$ cat config.mk
export PLATFORM = sky130hd
export DESIGN_NAME = execution_control_unit
export DESIGN_NICKNAME = d
export VERILOG_FILES = /design/src/rtl/execution_control_unit.sv
export SDC_FILE = /design/constraint.sdc
export NUM_CORES = 1
export LEC_CHECK = 0
export BUFFER_PORTS_ARGS = -buffer_cell sky130_fd_sc_hd__buf_4
export CORE_MARGIN = 3
export CORE_UTILIZATION = 54
export CTS_BUF_LIST = sky130_fd_sc_hd__clkbuf_16
export DETAILED_ROUTE_END_ITERATION = 10
export PLACE_DENSITY = 0.84
export SLEW_MARGIN = 20
export SYNTH_ARGS = -nofsm -noshare
export SYNTH_HDL_FRONTEND = slang
export SYNTH_SLANG_ARGS = --single-unit
$ cat constraint.sdc
create_clock -name i_clock -period 4.35 [get_ports i_clock]
set_clock_uncertainty 0.05 [all_clocks]
set_input_delay 0.435 -clock i_clock [delete_from_list [all_inputs] [get_ports i_clock]]
set_output_delay 0.435 -clock i_clock [all_outputs]
set_load 0.02 [all_outputs]
$ cat src/rtl/execution_control_unit.sv
// execution_control_unit: run/step/pause sequencer that gates the PC and pipeline latches
// and drains the pipeline once a HALT has been fetched.
module execution_control_unit #(
    parameter int NB_CYCLE   = 32,
    parameter int PIPE_DEPTH = 5
) (
    input  logic                i_clock,
    input  logic                i_reset,
    input  logic                i_cmd_valid,
    input  logic [1:0]          i_cmd,
    output logic                o_cmd_ready,
    input  logic                i_halt_detected,
    input  logic                i_stall,
    input  logic                i_branch_taken,
    output logic                o_pc_enable,
    output logic                o_pipe_enable,
    output logic                o_if_flush,
    output logic                o_halted,
    output logic                o_done,
    output logic [1:0]          o_state,
    output logic [NB_CYCLE-1:0] o_cycle_count
);
    localparam logic [1:0] IDLE = 2'b00, RUN = 2'b01, STEP = 2'b10, DONE = 2'b11;
    localparam logic [1:0] CMD_RUN = 2'b01, CMD_STEP = 2'b10, CMD_PAUSE = 2'b11;
    localparam int DW = $clog2(PIPE_DEPTH) + 1;
    localparam logic [DW-1:0] DRAIN_INIT = DW'(PIPE_DEPTH - 1);

    logic [1:0]          state, state_nxt;
    logic                halted;
    logic [DW-1:0]       drain_cnt;
    logic [NB_CYCLE-1:0] cycle_count;
    logic                advance, accept, start_halt, drain_end;

    assign advance    = (state == RUN) || (state == STEP);
    assign accept     = i_cmd_valid && o_cmd_ready;
    assign start_halt = advance && !halted && i_halt_detected;
    // Drain ends on the advance cycle that consumes the last outstanding stage.
    assign drain_end  = advance && ((start_halt && PIPE_DEPTH == 1) ||
                                    (halted && drain_cnt == DW'(1)));

    always_comb begin
        state_nxt = drain_end ? DONE :
                    (state == IDLE && accept && i_cmd == CMD_RUN)  ? RUN :
                    (state == IDLE && accept && i_cmd == CMD_STEP) ? STEP :
                    (state == STEP || (state == RUN && accept && i_cmd == CMD_PAUSE)) ? IDLE :
                    state;
    end

    always_ff @(posedge i_clock) begin
        if (i_reset) begin
            state       <= IDLE;
            halted      <= 1'b0;
            drain_cnt   <= '0;
            cycle_count <= '0;
        end else begin
            state <= state_nxt;
            if (start_halt) begin
                halted    <= 1'b1;
                drain_cnt <= DRAIN_INIT;
            end else if (advance && halted) begin
                drain_cnt <= drain_cnt - DW'(1);
            end
            if (advance && cycle_count != '1)
                cycle_count <= cycle_count + NB_CYCLE'(1);
        end
    end

    assign o_pipe_enable = advance;
    assign o_pc_enable   = advance && !halted && !i_halt_detected && !i_stall;
    assign o_if_flush    = advance && i_branch_taken && !halted;
    assign o_cmd_ready   = (state == IDLE) || (state == RUN);
    assign o_halted      = halted;
    assign o_done        = state == DONE;
    assign o_state       = state;
    assign o_cycle_count = cycle_count;
endmodule

After elaboration in Yosys (flattened, before gate mapping)
Cells that the tools add are included.

Flip-flop bits (word level): 39. Bits in latches: 0. Bits in writable memories: 0. Memory bits (read-only): 0. Input bits: 8. Output and inout port bits: 40. Word-level logic and storage cells: 47. Memories: 0.

Add/subtract/negate cells: 2. Multiply operators: 0. Divide/modulo/power cells: 0. Magnitude comparators: 0. Equal/unequal tests: 8. Shift-type cells: 0. Multiplexer cells: 6. Bitwise logic cells: 0. Reductions and logical operators: 26.

Operators by type and width (number): adder 32 x 1 -> 32 bit, second input constant (1); != test 32 bit, second input constant (1); logical AND 1 bit (16); == test 2 bit, second input constant (4); 2-to-1 mux 2 bit (4); 2-to-1 mux 3 bit (2); == test 2 x 1 -> 1 bit, second input constant (2); == test 4 x 1 -> 1 bit, second input constant (1); nonzero test 4 bit (1); subtractor 4 x 1 -> 4 bit, second input constant (1); logical NOT 1 bit (3); logical OR 1 bit (3); logical NOT 2 bit (1); nonzero test 2 bit (1); OR reduction 2 bit (1).

Logic depth before layout (Yosys ltp)
Gate-level depths: netlist of run 1.

Depth after elaboration: 10. Mapped depth: 8. Mapped depth without buffers: 7.

Least setup slack after synthesis of run 1
Ideal clock, no wire load.

Kind: reg-to-reg. From: reg state[1] (netlist: o_state[1]). To: reg cycle_count[21] (netlist: o_cycle_count[21]). Library setup time: 0.070 ns. Arrival: 2.323 ns. Required time: 4.230 ns. Slack: 1.907 ns. Cell stages (with the launch flop): 9. Buffers on the path: 1. Clock period less this slack: 2.443 ns. Path through: dfxtp_1 > inv_1 > ha_1 > and4_1 > nand4_1 > or2_4 > buf_6 > or4_1 > a21oi_1.

Cells in the longest elaborated chain, start to end: 3. Elaborated cells on any way between the ends: 4. Classes of those cells: eq/ne (2); reduce/logical (2).

Ends and longest elaborated chain: start: declaration (line 28) `logic [1:0] state, state_nxt;`; start signal: assignment (line 56) `state <= state_nxt;`; == test 2 x 1 -> 1 bit / == test 2 bit (equally long branches) (line 34) `assign advance = (state == RUN) || (state == STEP);`; logical OR 1 bit * (line 34); via o_pipe_enable (line 16) `output logic o_pipe_enable,`; logical AND 1 bit * (line 63) `if (advance && cycle_count != '1)`; end signal: assignment (line 64) `cycle_count <= cycle_count + NB_CYCLE'(1);`; end: declaration (line 31) `logic [NB_CYCLE-1:0] cycle_count;`.

The timed path passes the listed nets; every way through them passes the cells marked *. A chain may end at the register's enable or synchronous reset.

Worst setup path after layout of run 1
From: reg state[1] (netlist: o_state[1]). To: reg cycle_count[18] (netlist: o_cycle_count[18]).

Cells in the longest elaborated chain, start to end: 3. Elaborated cells on any way between the ends: 4. Classes of those cells: eq/ne (2); reduce/logical (2).

Ends and longest elaborated chain (line): == test 2 x 1 -> 1 bit / == test 2 bit (equally long branches) (34); logical OR 1 bit * (34); logical AND 1 bit * (63).

Mark *: on every way between the ends. The rest lies on a longest branch, timed or not.

==> results of run 1 <==
## metal layers
| metal | routed length [um] | vias up |
|---|---|---|
| met3 | 329 | 10 |
| met5 | 0 | - |
| met1 | 2199 | 953 |
| met2 | 2372 | 75 |
| met4 | 51 | 0 |
| li1 | - | 1009 |
## placed cells by master (no fill, tap or decap), types with 9 or more instances in the layout
master and instances:
nand3_1 9, a21oi_1 17, xnor2_1 15, nand2_1 9
buf_4 48, inv_1 11, dfxtp_1 39, nand4_1 11
nor2_1 33
## worst paths after layout
| check | from | endpoint | slack [ps] |
|---|---|---|---|
| worst max-delay path | o_state[1] | o_cycle_count[18] | 1720 |
| worst min-delay path | i_halt_detected | drain_cnt[3] | 330 |
| worst max register to register | o_state[1] | o_cycle_count[18] | 1720 |
| worst min register to register | o_cycle_count[31] | o_cycle_count[31] | 460 |
## final cells by class
class,instances,area [sq um],area share
inverters,11,41.29,0.01579
well taps,46,57.56,0.02201
clock buffers,5,125.1,0.04785
multi-input cells,187,1211,0.4632
flip-flops and latches,39,780.7,0.2986
repair buffers,48,360.3,0.1378
clock inverters,3,38.79,0.01483
## kinds of logic (layout without fill, tap and decap cells)
family,after synthesis,in the layout,synth area share
compound gates,47,47,0.1441
xor+xnor,15,15,0.06280
fa+ha+maj,7,7,0.04186
buf+inv,24,67,0.04784
flops,39,39,0.3732
mux,7,7,0.03648
simple gates,111,111,0.2937
## power by group
group | internal (mW) | switching, mW
combinational | 0.0262 | 0.0369
clock | 0.267 | 0.137
sequential | 0.362 | 0.00619
## registers in the layout, indices dropped and copies added, names as in the netlist
signal         flops
o_cycle_count     32
drain_cnt          4
o_state            2
o_halted           1
## metrics by stage
stage | power, mW | instance area (sq um) | utilization | setup WS (ps) | instances
5_1_grt | 0.8604 | 2615 | 0.7427 | 1466 | 339
2_1_floorplan | 0.4164 | 2092 | - | 1907 | 250
3_3_place_gp | 0.4381 | 2451 | 0.6962 | 1885 | 331
6_report | 0.8354 | 2615 | 0.7427 | 1721 | 339
4_1_cts | 0.8381 | 2615 | 0.7427 | 1744 | 339
3_5_place_dp | 0.4397 | 2451 | 0.6962 | 1785 | 331
==> impl_metrics.tcl, run 1 <==
set metrics [dict create \
    outcome "finished clean" \
    relSlewSlack 0.4759 \
    ant_nets 0 \
    synthCells 250 \
    cts_tree "yes" \
    die_h_um 68.24 \
    initial_utilization 0.5942 \
    grt_pass1_vias 1894 \
    met2_usage 0.3839 \
    p_leak_nw 0.9780 \
    power.density_nw_per_um2 319.5 \
    yosysUniqueCellTypes 40 \
    fin_setup_tns_ps 0 \
    groute.usage.overall 0.2298 \
    fmax_mhz 380.4 \
    fillCellCount 288 \
    routedWlPerCell_um 14.61 \
    fp.dieW_um 68.24 \
    fin_crit_sh 0.6043 \
    use_met1 0.2920 \
    hold_buffers 0 \
    antenna_cells 0 \
    antenna_found_initial 0 \
    dp.final_hpwl_um 3430 \
    cp_top_family "compound AO/OA/AOI/OAI gates" \
    placement.io_buffers 47 \
    setup_viol 0 \
    numCtsBuffers 5 \
    cp_max_fo 15 \
    crit_path_top_delay_cell "a2111oi_0" \
    grt_max_degree 46 \
    hp-class "in2reg" \
    peakVddDrop_mv 0.2228 \
    period_minus_slack_ps 2629 \
    yosysMostFrequentCell "dfxtp_1" \
    grt_pass1_wl_um 8245 \
    firstDrtPassIters 6 \
    synth_top_flop_cell "dfxtp_1" \
    path_cells "inv_1, ha_1, nand4_1, a2111oi_0, xnor2_1, nor2_1" \
    synthTopCellsByArea "dfxtp_1 37%, xnor2_1 6.3%, nor2_1 5.9%, ha_1 4.2%, a21oi_1 4.1%" \
    async_flop_share 0 \
    synth_top_area_frac 0.3732 \
    layout-area-overhead-vs-synth_pct 25.00 \
    core_area_sq_um 3521 \
    drv_cap 0 \
    synth_nets 265 \
    critPathKind "reg2reg" \
    htree_levels 2 \
    synth_seq_area_share 0.3732 \
    reg2reg_depth 6 \
    insertion_delay_ps 280 \
    drc 0 \
    finalHoldWorstSlack_ps 330.9 \
    post_cts_buffers 0 \
    synth_edf_count 0 \
    final_nets 307 \
    hold_viol 0 \
    worst_setup_path_start_kind "flip-flop" \
    synth_area_sq_um 2092 \
    yosysWarnings 0 \
    slew_viol_final 0 \
    cp_num_cells 6 \
    crit_buf_inv 1 \
    viasPerCell 6.038 \
    required_ps 4460 \
    avgSynthCellArea_sq_um 8.368 \
    ios 48 \
    rsz0062_at_grt "false" \
    layout-drive-gt1-share 0.2287 \
    grt-busiest-layer "met2" \
    cts_resized 0 \
    arrival_ps 2730 \
    rows 21 \
    clock_path_buffers 2 \
    grt_remaining_overflow 0 \
    hold_depth 2 \
    routed_wirelength_um 4952 \
    root_buffer "clkbuf_16" \
    cp_slowest_stage_delay_ps 650 \
    synth_top_area_cell "dfxtp_1" \
    ys_seq_elements 39 \
    die-area_sq_um 4657 \
    drtIter0Drc 126 \
    path_clk_slew_ps 60 \
    met3_usage 0.05583 \
    ys_top_cells_by_count "39 x dfxtp_1, 33 x nor2_1, 17 x a21oi_1" \
    routabilityCongestion 0.8584 \
    tightest_slew_ps 783.3 \
    cts.sink_count 39 \
    via_count 2047 \
    end_kind "flip-flop" \
]
Note: power is estimated with default switching activity, not from simulation.
==> run 2, diff against run 1 <==
--- a/config.mk
+++ b/config.mk
@@ -7,10 +7,10 @@
 export LEC_CHECK = 0
 export BUFFER_PORTS_ARGS = -buffer_cell sky130_fd_sc_hd__buf_4
 export CORE_MARGIN = 3
-export CORE_UTILIZATION = 54
+export CORE_UTILIZATION = 48
 export CTS_BUF_LIST = sky130_fd_sc_hd__clkbuf_16
 export DETAILED_ROUTE_END_ITERATION = 10
-export PLACE_DENSITY = 0.84
+export PLACE_DENSITY = 0.79
 export SLEW_MARGIN = 20
 export SYNTH_ARGS = -nofsm -noshare
 export SYNTH_HDL_FRONTEND = slang
==> constraint.sdc (replaced) <==
create_clock -name i_clock -period 2.4 [get_ports i_clock]
set_clock_uncertainty 0.05 [all_clocks]
set_input_delay 0.24 -clock i_clock [delete_from_list [all_inputs] [get_ports i_clock]]
set_output_delay 0.24 -clock i_clock [all_outputs]
set_load 0.02 [all_outputs]
==> impl_metrics.tcl, run 2 (synthesis results as in run 1) <==
set metrics [dict create \
    cp_slowest_stage_delay_ps 410 \
    viasPerCell 5.701 \
    fmax_mhz 444.1 \
    final_nets 318 \
    insertion_delay_ps 280 \
    clock_path_buffers 2 \
    hp-class "in2reg" \
    drv_cap 0 \
    stdcell_count 354 \
    final_cell_mix "59 x buf_4, 37 x dfxtp_1, 33 x nor2_1, 15 x a21oi_1, 15 x xnor2_1" \
    worst_setup_path_start_kind "flip-flop" \
    power.density_nw_per_um2 519.9 \
    die-area_sq_um 5186 \
    fp.dieW_um 72.02 \
    grt_pass1_vias 1944 \
    peakVddDrop_mv 0.4621 \
    setup_viol 0 \
    dpl.cell_count 344 \
    initial_utilization 0.5084 \
    groute.usage.overall 0.2119 \
    p_total_mw 1.406 \
    firstDrtPassIters 4 \
    root_buffer "clkbuf_16" \
    fin_crit_sh 0.9382 \
    dp.final_hpwl_um 3596 \
    antenna_found_initial 0 \
    drtIter0Drc 157 \
    htree_levels 2 \
    combinationalPowerShare 0.088 \
    p_clk_frac 0.437 \
    rows 23 \
    layout-drive-gt1-share 0.2697 \
    die_h_um 72.02 \
    grt_max_degree 46 \
    placement.io_buffers 47 \
    hold_viol 0 \
    drc 0 \
    path_cells "inv_1, ha_4, and4_1, nand4_1, or2_4, buf_4, or4_1, a21oi_2" \
    critPathKind "reg2reg" \
    fin_setup_tns_ps 0 \
    cts_tree "yes" \
    antenna_cells 0 \
    rsz0062_at_grt "false" \
    p_leak_nw 1.031 \
    grt_remaining_overflow 0 \
    r2r_end "o_cycle_count[23]" \
    seq_power_share 0.475 \
    grt_pass1_wl_um 8880 \
    relSlewSlack 0.6060 \
    p_switching_mw 0.3199 \
    min_from "i_halt_detected" \
    slew_viol_final 0 \
    whs_endpoint "drain_cnt[3]" \
    via_count 2018 \
    layout-area-overhead-vs-synth_pct 29.25 \
    ios 48 \
    outcome "finished clean" \
    largest_reg_flops 32 \
    hold_depth 2 \
    fillCellCount 370 \
    cp_top_family "simple AND/OR/NAND/NOR gates" \
    crit_buf_inv 2 \
    swShare 0.2276 \
    cp_max_fo 8 \
    hold_buffers 0 \
    tightest_slew_ps 576.1 \
    required_ps 2560 \
    end_kind "flip-flop" \
    path_clk_slew_ps 50 \
    reg2reg_slack_ps 150 \
    routabilityCongestion 0.8134 \
    arrival_ps 2410 \
    cts.sink_count 39 \
    rr_startpoint "o_state[1]" \
    p_int_mw 1.086 \
    reg2reg_depth 8 \
    core_area_sq_um 4115 \
    layout_commonest_cell "buf_4" \
    crit_path_top_delay_cell "or4_1" \
    numCtsBuffers 5 \
    routedWlPerCell_um 14.31 \
    period_minus_slack_ps 2252 \
    ant_nets 0 \
    routed_wirelength_um 5067 \
]
## run 2: layout make-up
class / instances / area [sq um] / share of cell area
Tap cell: 50 / 62.56 / 0.02314
Clock buffer: 5 / 125.1 / 0.04627
Multi-Input combinational cell: 187 / 1231 / 0.4553
Inverter: 11 / 41.29 / 0.01527
Timing Repair Buffer: 59 / 442.9 / 0.1638
Clock inverter: 3 / 12.51 / 0.004627
Sequential cell: 39 / 788.3 / 0.2915
## run 2: worst reg2reg max path: stages (launching register included)
cell,delay (ps)
dfxtp_4,370
inv_1,80
ha_4,280
and4_1,210
nand4_1,160
or2_4,330
buf_4,170
or4_1,410
a21oi_2,130
## run 2: worst max path at each step
stage,startpoint,end,slack (ps),cells after the start
after floorplan,o_state[0],o_cycle_count[21],10,8
after detailed placement,o_state[0],o_cycle_count[29],100,7
final,o_state[1],o_cycle_count[23],150,8
after global routing,o_state[1],o_cycle_count[23],50,8
after CTS,o_state[0],o_cycle_count[29],80,7
after global placement,o_state[0],o_cycle_count[29],200,7
## run 2: routing by layer
layer  GRT usage  part of all wire
met1      0.2773              0.45
met2      0.3347              0.48
met3     0.05679             0.050
met4     0.07933             0.019
met5           0                 0
## run 2: power groups by stage
stage                     registers [mW]  clock network, mW  logic [mW]
after global placement             0.681                  0       0.119
after global routing               0.669              0.661       0.139
final                              0.667              0.614       0.124
after detailed placement           0.682                  0       0.122
after floorplan                    0.689                  0      0.0674
after CTS                          0.668              0.628       0.122
## run 2: stage by stage
stage | hold WS (ps) | area [sq um] | worst slack (ps) | utilization
after floorplan | 305.4 | 2096 | 14.83 | -
after CTS | 136.1 | 2665 | 80.01 | 0.6476
after global routing | 153.7 | 2704 | 45.01 | 0.6570
after detailed placement | 428.6 | 2527 | 103.6 | 0.6142
after global placement | 423.4 | 2527 | 202.9 | 0.6142
final | 138.6 | 2704 | 148.2 | 0.6570
## run 2: what timing repair did
action,CTS,global route
setup buffers,0,2
setup endpoints to repair,0,4
gates resized for setup,0,8
